--- config.mk ---
export PLATFORM = sky130hd
export DESIGN_NAME = mips_const_ext_pipe
export DESIGN_NICKNAME = d
export VERILOG_FILES = /design/src/rtl/mips_const_ext_pipe.sv
export SDC_FILE = /design/constraint.sdc
export NUM_CORES = 1
export LEC_CHECK = 0
export CAP_MARGIN = 20
export CORE_UTILIZATION = 50
export DETAILED_ROUTE_END_ITERATION = 6
export PLACE_DENSITY = 0.87
export SYNTH_ARGS = -nofsm -noshare
export SYNTH_HDL_FRONTEND = slang
export SYNTH_SLANG_ARGS = --single-unit
export TNS_END_PERCENT = 20
--- constraint.sdc ---
create_clock -name clk -period 2.7 [get_ports clk]
set_input_delay 0.27 -clock clk [delete_from_list [all_inputs] [get_ports clk]]
set_output_delay 0.27 -clock clk [all_outputs]
set_load 0.005 [all_outputs]
--- src/rtl/mips_const_ext_pipe.sv ---
// MIPS constant extension unit with a registered valid/ready output stage.
// A one-entry skid register lets in_ready come straight from a flop, with no path from out_ready.
module mips_const_ext_pipe #(
  parameter int IN_W  = 15,
  parameter int OUT_W = 32,
  parameter int SHIFT = 2
) (
  input  logic             clk,
  input  logic             rst,
  input  logic             in_valid,
  output logic             in_ready,
  input  logic [1:0]       in_mode,
  input  logic [IN_W-1:0]  in_const,
  output logic             out_valid,
  input  logic             out_ready,
  output logic [OUT_W-1:0] out_const,
  output logic [1:0]       out_mode
);

  if (OUT_W < IN_W + SHIFT) begin : g_param_check
    $error("mips_const_ext_pipe: OUT_W must be >= IN_W + SHIFT");
  end

  logic [OUT_W-1:0] zext;
  logic [OUT_W-1:0] sext;
  logic [OUT_W-1:0] ext;

  logic             m_valid;
  logic [1:0]       m_mode;
  logic [OUT_W-1:0] m_const;
  logic             s_valid;
  logic [1:0]       s_mode;
  logic [OUT_W-1:0] s_const;

  logic             accept;
  logic             pop;

  assign zext = OUT_W'(in_const);
  assign sext = OUT_W'($signed(in_const));

  always_comb begin
    ext = zext;
    case (in_mode)
      2'd0:    ext = zext;
      2'd1:    ext = sext;
      2'd2:    ext = zext << (OUT_W - IN_W);
      2'd3:    ext = sext << SHIFT;
      default: ext = zext;
    endcase
  end

  assign in_ready  = !s_valid;
  assign accept    = in_valid && !s_valid;
  assign pop       = m_valid && out_ready;

  assign out_valid = m_valid;
  assign out_const = m_const;
  assign out_mode  = m_mode;

  // M empties or drains this cycle: refill from S first to keep FIFO order, else from input.
  always_ff @(posedge clk or posedge rst) begin
    if (rst) begin
      m_valid <= 1'b0;
      m_mode  <= '0;
      m_const <= '0;
      s_valid <= 1'b0;
      s_mode  <= '0;
      s_const <= '0;
    end else if (!m_valid || pop) begin
      if (s_valid) begin
        m_valid <= 1'b1;
        m_mode  <= s_mode;
        m_const <= s_const;
        s_valid <= 1'b0;
      end else if (accept) begin
        m_valid <= 1'b1;
        m_mode  <= in_mode;
        m_const <= ext;
      end else begin
        m_valid <= 1'b0;
      end
    end else if (accept) begin
      s_valid <= 1'b1;
      s_mode  <= in_mode;
      s_const <= ext;
    end
  end

endmodule

# Word-level counts from Yosys, hierarchy flattened
# Index checks and enable logic that the tools add are counted.
[totals]
output_inout_bits = 36
elab_cells = 29
regBits = 70
input_bits = 21
[op_classes]
n_eq_ne = 3
bitwise = 1
reduce_logical = 10
muxes = 9
[op_table]
columns = ["operator", "count"]
rows = [
  ["case mux 32 bit (4 select lines)", 1],
  ["two-way mux 32 bit", 2],
  ["== test 2 bit, second input constant", 2],
  ["two-way mux 1 bit", 4],
  ["two-way mux 2 bit", 2],
  ["AND reduction 2 bit", 2],
  ["nonzero test 2 bit", 2],
  ["== test 2 x 1 -> 1 bit, second input constant", 1],
  ["logical AND 1 bit", 2],
  ["zero test 1 bit", 2],
  ["zero test 2 bit", 1],
  ["logical OR 1 bit", 1],
  ["inverter 1 bit", 1],
]

# Longest topological paths before layout
# Gate-level depths: netlist (run 1).
[depth]
ltp_word = 4
ltp_mapped = 5
ltp_nobuf = 3

# Worst setup path after synthesis (run 1)
# No wires, ideal clock.
[synth_timing]
kind = "reg-to-reg"
start = "register s_valid"
end = "register m_const[16], in the netlist out_const[16]"
path_slack_ns = 1.417
path_buffers = 2
period_less_slack_ns = 1.283
t_arrival_ns = 1.158
t_required_ns = 2.575
path_stages_with_launch = 5
setup_ns = 0.125
path_cell_list = "dfrtp_1 buf_4 o21ai_1 buf_6 mux2_2"
[synth_via]
elab_chain_len = 4
elab_cells_between_ends = 5
classes_between = "mux: 1; reduce/logical: 4"
[synth_rtl]
columns = ["element", "line", "source"]
rows = [
  ["start, declared", "31", "logic s_valid;"],
  ["start signal, assigned", "66", "s_valid <= 1'b0;"],
  ["start signal, assigned", "74", "s_valid <= 1'b0;"],
  ["start signal, assigned", "83", "s_valid <= 1'b1;"],
  ["zero test 1 bit", "53", "assign accept = in_valid && !s_valid;"],
  ["logical AND 1 bit", "53", ""],
  ["nonzero test 2 bit (no source line)", "--", ""],
  ["AND reduction 2 bit (no source line)", "--", ""],
  ["end signal, assigned", "73", "m_const <= s_const;"],
  ["end signal, assigned", "78", "m_const <= ext;"],
  ["end, declared", "30", "logic [OUT_W-1:0] m_const;"],
]
# Parallel ways exist; a longest one is shown, timed or not.
# A chain may end at the register's enable or synchronous reset.

# Worst setup path in the final report (run 1)
[layout_timing]
start = "register s_valid"
end = "output port in_ready"
[layout_via]
elab_chain_len = 1
[layout_rtl]
columns = ["element", "line", "source"]
rows = [
  ["zero test 1 bit", "52", "assign in_ready = !s_valid;"],
  ["end, declared", "11", "output logic in_ready,"],
]
# Every way passes these cells.

==> out/metrics.cfg, run 1 <==
[critical_path]
cp.arrival_ps = 1800
cp_slowest_stage_delay_ps = 580
r2r_cells = 4
cp-end-kind = output pin
required_ps = 2430
crit_chain = inv_2, clkdlybuf4s50_1
rrSetupSlack_ps = 870
critPathSlowestCell = clkdlybuf4s50_1
endpoint = in_ready
start_kind = flop
rr_endpoint = out_const[24]$_DFFE_PP0P_
worstSetupPathType = flop to output pin
rr_startpoint = s_valid$_DFFE_PP0P_
startpoint = s_valid$_DFFE_PP0P_
critPathMaxFanout = 16

[placement]
gp_congestion = 0.812
pre_cts_slack_ps = 632
post-dp-hpwl_um = 5250
port_buffers = 56

[clocking]
postCtsSetupBuffers = 0
htreeDepth = 3
ctsResizeCount = 0
cts_tree = yes
root_buffer = clkbuf_8
cts_sinks = 70
clk_latency_ps = 350
clk_pin_slew_ps = 70
cts_buffers = 9
cts_hold_buffers = 0
cts_buffer_depth = 2

[routing]
vias_per_cell = 5.90
wirelength_um = 8120
antenna_left = 0
wire_per_inst_um = 17.1
drt_pass1_iterations = 5
drc = 0
vias = 2796
drt_iter0_drc = 229

[floorplanning]
dieArea_um2 = 6770
dieHeight_um = 82.3
coreArea_um2 = 6060
pin_count = 57
die_width_um = 82.3
start_util = 0.532
num_rows = 28

[global_route]
grt_pass1_vias = 2658
grt_overflow_total = 0
antenna_found_initial = 0
grt_usage = 0.270
grt_max_degree = 51
grt_pass1_wl_um = 13300

[power_and_ir_drop]
finalPower_mw = 3.00
peakVddDrop_mv = 0.550
p_per_area_nw_per_um2 = 745
leakage_nw = 1.68

[logic_synthesis]
synth_area_um2 = 3220
avgSynthCellArea_um2 = 9.23
synth_seq_cells = 70
synth_common_cells = dfrtp_1, a21oi_1, o21ai_0
synthDistinctLibCells = 26
synth_top_family_by_area = compound AO/OA/AOI/OAI gates
synth_top_flop_cell = dfrtp_1
muxShareOfSynthArea = 0.0132
synthSimpleGateAreaFrac = 0.146
synth_top_area_frac = 0.544
synthAdderAreaFrac = 0
synthTopCellsByArea = dfrtp_1, a21oi_1, o21ai_0
synth_nets = 370
synth_edf_count = 0
synth-xor-area-share = 0
synth_cells = 349
synth_most_common_cell = dfrtp_1
ys_warn_count = 0
synth-async-reset-ratio = 1.00
synth_compound_area_frac = 0.245
yosys.area.top_type = dfrtp_1
ys_seq_area_frac = 0.544

[sta]
final-hold-violation-count = 0
fin_crit_ps = 2070
slew_violations = 0
fin_crit_sh = 0.767
tightest_slew_ps = 809
max_freq_mhz = 483
rsz0062_at_grt = false
fin_tns_setup_ps = 0
fin_ws_ps = 628
slew_headroom = 0.460
worst_clock_skew_ps = 6.82
setup_viol = 0

[cells_and_area]
n_antenna_cell = 0
drive_gt1_frac = 0.0727
fillers = 487
area_delta_synth_final_pct = 25.0
nets = 415

[status]
status = finished, final reports clean

[worst_hold_path]
hold_class = input port to async pin

[job]
maxCapViolCount = 0

area by class of cell:
type	count	area, um2	share of cell area
flip-flops and latches	70	1750	0.435
multi-input cells	246	1300	0.323
repair buffers	65	641	0.159
clock buffers	13	169	0.0419
well taps	75	93.8	0.0233
clock inverters	3	65.1	0.0162
inverters	2	7.51	0.00186
cells in the final DEF (no fill, tap or decap):
master and n:
a21o_1 1, a21oi_1 57, and2_1 2, and4bb_1 1, buf_12 1, buf_4 8
bufinv_16 2, clkbuf_1 1, clkbuf_8 12, clkdlybuf4s50_1 56, clkinv_2 1, dfrtp_1 70
inv_2 2, mux2_2 2, mux2i_1 2, nand2_1 30, nand2b_1 1, nand3_1 15
nand3b_1 2, nand4bb_1 1, nor2_1 29, nor2_2 1, nor2b_1 15, nor3b_1 2
o211ai_1 14, o21ai_0 56, o21ai_1 1, o31ai_1 14
state kept, by name (all words and copies together) (netlist names):
name       cells
out_valid      1
s_valid        1
s_mode         2
out_const     32
out_mode       2
s_const       32
per-layer routing:
metal | up-vias | wire length, um | track usage
li1 | 1309 | - | -
met1 | 1357 | 3420 | 0.350
met2 | 122 | 4000 | 0.427
met3 | 8 | 595 | 0.0879
met4 | 0 | 96 | 0.0912
met5 | - | 0 | 0
how the worst min path moves through the flow:
stage	from	to	slack (ps)	cells past startpoint
global placement	s_mode[1]$_DFFE_PP0P_	s_mode[1]$_DFFE_PP0P_	460	2
global route	rst	out_const[30]$_DFFE_PP0P_	410	2
finish	rst	out_const[31]$_DFFE_PP0P_	360	2
floorplan	in_mode[0]	s_mode[0]$_DFFE_PP0P_	380	2
CTS	rst	out_const[30]$_DFFE_PP0P_	370	2
detailed placement	s_mode[0]$_DFFE_PP0P_	s_mode[0]$_DFFE_PP0P_	470	2
per-stage QoR:
| step | std cells | hold WS [ps] | util | area [um2] |
|---|---|---|---|---|
| after floorplan | 349 | 375 | - | 3220 |
| after global placement | 458 | 458 | 0.626 | 3790 |
| after detailed placement | 458 | 467 | 0.626 | 3790 |
| after CTS | 474 | 366 | 0.665 | 4030 |
| after global routing | 474 | 410 | 0.665 | 4030 |
| final | 474 | 361 | 0.665 | 4030 |
where the power goes:
group          switching (mW)  leakage, nW  internal (mW)
logic                   0.313        0.685          0.342
clock network           0.379        0.120          0.595
registers               0.115        0.871           1.26
cells by family (layout without fill, tap and decap cells):
family                 Yosys count  in the layout
buffers and inverters           33             83
muxes                            4              4
and+or+nand+nor                 99             99
AOI/OAI and AO/OA              143            143
DFF                             70             70
worst max-delay path, delay by kind of cell, from the launching register on:
kind	cells	cell delay [ps]
DFF	1	540
buffers and inverters	2	920
Note: power is estimated with default switching activity, not from simulation.
==> run 2: changes to the inputs <==
CORE_UTILIZATION = 47   (was 50)
PLACE_DENSITY = 0.86   (was 0.87)
clock period = 1.9 ns   (was 2.7 ns; I/O delays follow)
==> run 2 against run 1 <==
- the flow now finishes with violations (design-rule violations)
- flip-flop and latch count stayed put
- first-iteration DRC count increased by 33%
- sequential power increased by 43%
- die area grew 6.2%
- total power increased by 35%
- combinational power increased by 48%
- critical path type unchanged
- largest power group unchanged
- highest routed layer unchanged
==> out/metrics.cfg, run 2 (same netlist as run 1, synthesis figures left out) <==
[sta]
holdWs_ps = 221  ; -140 ps
tightest_slew_ps = 501  ; -309 ps
rsz0062_at_grt = false
fin_tns_setup_ps = 0  ; unchanged
fin_crit_ps = 1710
fin_crit_sh = 0.900
setup_viol = 0  ; unchanged
final-hold-violation-count = 0  ; unchanged
slew_headroom = 0.666  ; +0.205
worst_clock_skew_ps = 5.64  ; -1.18 ps
slew_violations = 0  ; unchanged
max_freq_mhz = 585

[critical_path]
worstSetupPathType = flop to output pin
cp_slowest_stage_delay_ps = 530  ; -50 ps
crit_chain = inv_2, clkdlybuf4s50_1
critPathSlowestCell = dfrtp_2
start_kind = flop
required_ps = 1710  ; -720 ps
cp-end-kind = output pin
critPathMaxFanout = 16  ; unchanged
cp.arrival_ps = 1520  ; -280 ps

[floorplanning]
num_rows = 29  ; +3.6%
die_width_um = 84.8  ; +3.1%
pin_count = 57  ; unchanged
dieHeight_um = 84.8  ; +3.1%
start_util = 0.496  ; -0.0355
coreArea_um2 = 6490  ; +7.2%
dieArea_um2 = 7190  ; +6.2%

[cells_and_area]
regArea_um2 = 1750  ; about the same
area_delta_synth_final_pct = 26.9
layout_common_cells = dfrtp_1, a21oi_1, o21ai_0, clkdlybuf4s50_1, nand2_1
stdcell_count = 485  ; +2.3%
nets = 425  ; +2.4%
drive_gt1_frac = 0.0931  ; +0.0205
n_antenna_cell = 0  ; unchanged
final_common_cell = dfrtp_1
multi_input_area_um2 = 1300  ; unchanged
fillers = 526  ; +8.0%

[routing]
drt_pass1_iterations = 7  ; +2
vias = 2895  ; +3.5%
drt_iter0_drc = 304  ; +33%
drc = 3  ; +3
wire_per_inst_um = 17.6  ; +2.6%
vias_per_cell = 5.97  ; +1.2%
wirelength_um = 8520  ; +4.9%
antenna_left = 0  ; unchanged

[clocking]
cts_tree = yes
clk_pin_slew_ps = 70  ; about the same
clk_latency_ps = 340  ; about the same
root_buffer = clkbuf_8
htreeDepth = 3  ; unchanged
cts_hold_buffers = 0  ; unchanged
cts_buffers = 9  ; unchanged
cts_buffer_depth = 2  ; unchanged
cts_sinks = 70  ; unchanged

[status]
violations = design-rule violations
status = complete, but fails checks

[power_and_ir_drop]
swShare = 0.283  ; +0.0141
leakage_nw = 1.70  ; +1.6%
power.internal_mw = 2.91  ; +33%
power_frac_seq = 0.482  ; +0.025
comb_power_share = 0.238  ; +0.019
finalPower_mw = 4.06  ; +35%
pwr-share-clk = 0.280  ; -0.045
p_per_area_nw_per_um2 = 993  ; +33%
switchingPower_mw = 1.15  ; +42%
peakVddDrop_mv = 0.467  ; -15%

[placement]
gp_congestion = 0.842  ; +3.6%
dp.cells = 470  ; +2.6%
port_buffers = 56  ; unchanged
post-dp-hpwl_um = 5610  ; +6.8%

[global_route]
grt_pass1_vias = 2851  ; +7.3%
grt_max_degree = 51  ; unchanged
grt_usage = 0.261  ; -0.00959
grt_overflow_total = 0  ; unchanged
grt_pass1_wl_um = 14300  ; +7.6%
antenna_found_initial = 0  ; unchanged

[worst_hold_path]
hold_class = input port to async pin

[job]
maxCapViolCount = 0  ; unchanged

-- run 2: cell count changes in the layout (fill, tap and decap cells not counted), sizes merged --
| cell | delta |
|---|---|
| inv | -1 |
| clkinvlp | +1 |
| bufinv | -2 |
| clkbuf | +2 |
| buf | +10 |
| clkinv | -1 |
-- run 2: worst paths after layout --
kind | start | end | slack, ps | cells after the start
max | s_valid$_DFFE_PP0P_ | in_ready | 190 | 2
max reg2reg | s_valid$_DFFE_PP0P_ | s_const[4]$_DFFE_PP0P_ | 370 | 3
max in group asynchronous | rst | out_const[4]$_DFFE_PP0P_ | 1160 | 3
min reg2reg | s_const[8]$_DFFE_PP0P_ | s_const[8]$_DFFE_PP0P_ | 480 | 2
min | rst | out_const[14]$_DFFE_PP0P_ | 220 | 2
min in group clk | s_const[8]$_DFFE_PP0P_ | s_const[8]$_DFFE_PP0P_ | 480 | 2
-- run 2: timing repair --
item,in CTS,in global routing
gates resized for setup,0,1
setup endpoints to repair,0,1
buffers inserted,0,0
-- run 2: area by class of cell --
type,instances,share of cell area
flip-flops and latches,70,0.429
multi-input cells,246,0.318
repair buffers,75,0.181
clock buffers,15,0.0456
well taps,77,0.0236
inverters,2,0.00275
-- run 2: power by group through the flow --
stage / sequential, mW / clock [mW] / combinational, mW
finish: 1.96 / 1.14 / 0.967
detailed placement: 1.98 / 0 / 0.967
global route: 1.99 / 1.22 / 1.07
global placement: 1.97 / 0 / 0.932
CTS: 1.95 / 1.15 / 0.970
floorplan: 1.95 / 0 / 0.462
-- run 2: critical path, delay by kind of cell (launching register included) --
kind	cells	cell delay, ps
buf+inv	2	660
flops	1	530
-- run 2: per-stage QoR --
step           setup WS, ps  utilization  cell area, um2
6_report                189        0.629            4090
5_1_grt                 141        0.629            4090
4_1_cts                77.1        0.629            4090
3_5_place_dp            185        0.600            3900
3_3_place_gp            246        0.600            3900
2_1_floorplan           617            -            3230
-- run 2: per-layer routing --
metal / track usage / vias to the layer above / share of wire
met5: 0 / - / 0
met4: 0.123 / 0 / 0.021
met3: 0.0649 / 17 / 0.084
met2: 0.395 / 146 / 0.47
met1: 0.354 / 1393 / 0.42
li1: - / 1339 / -
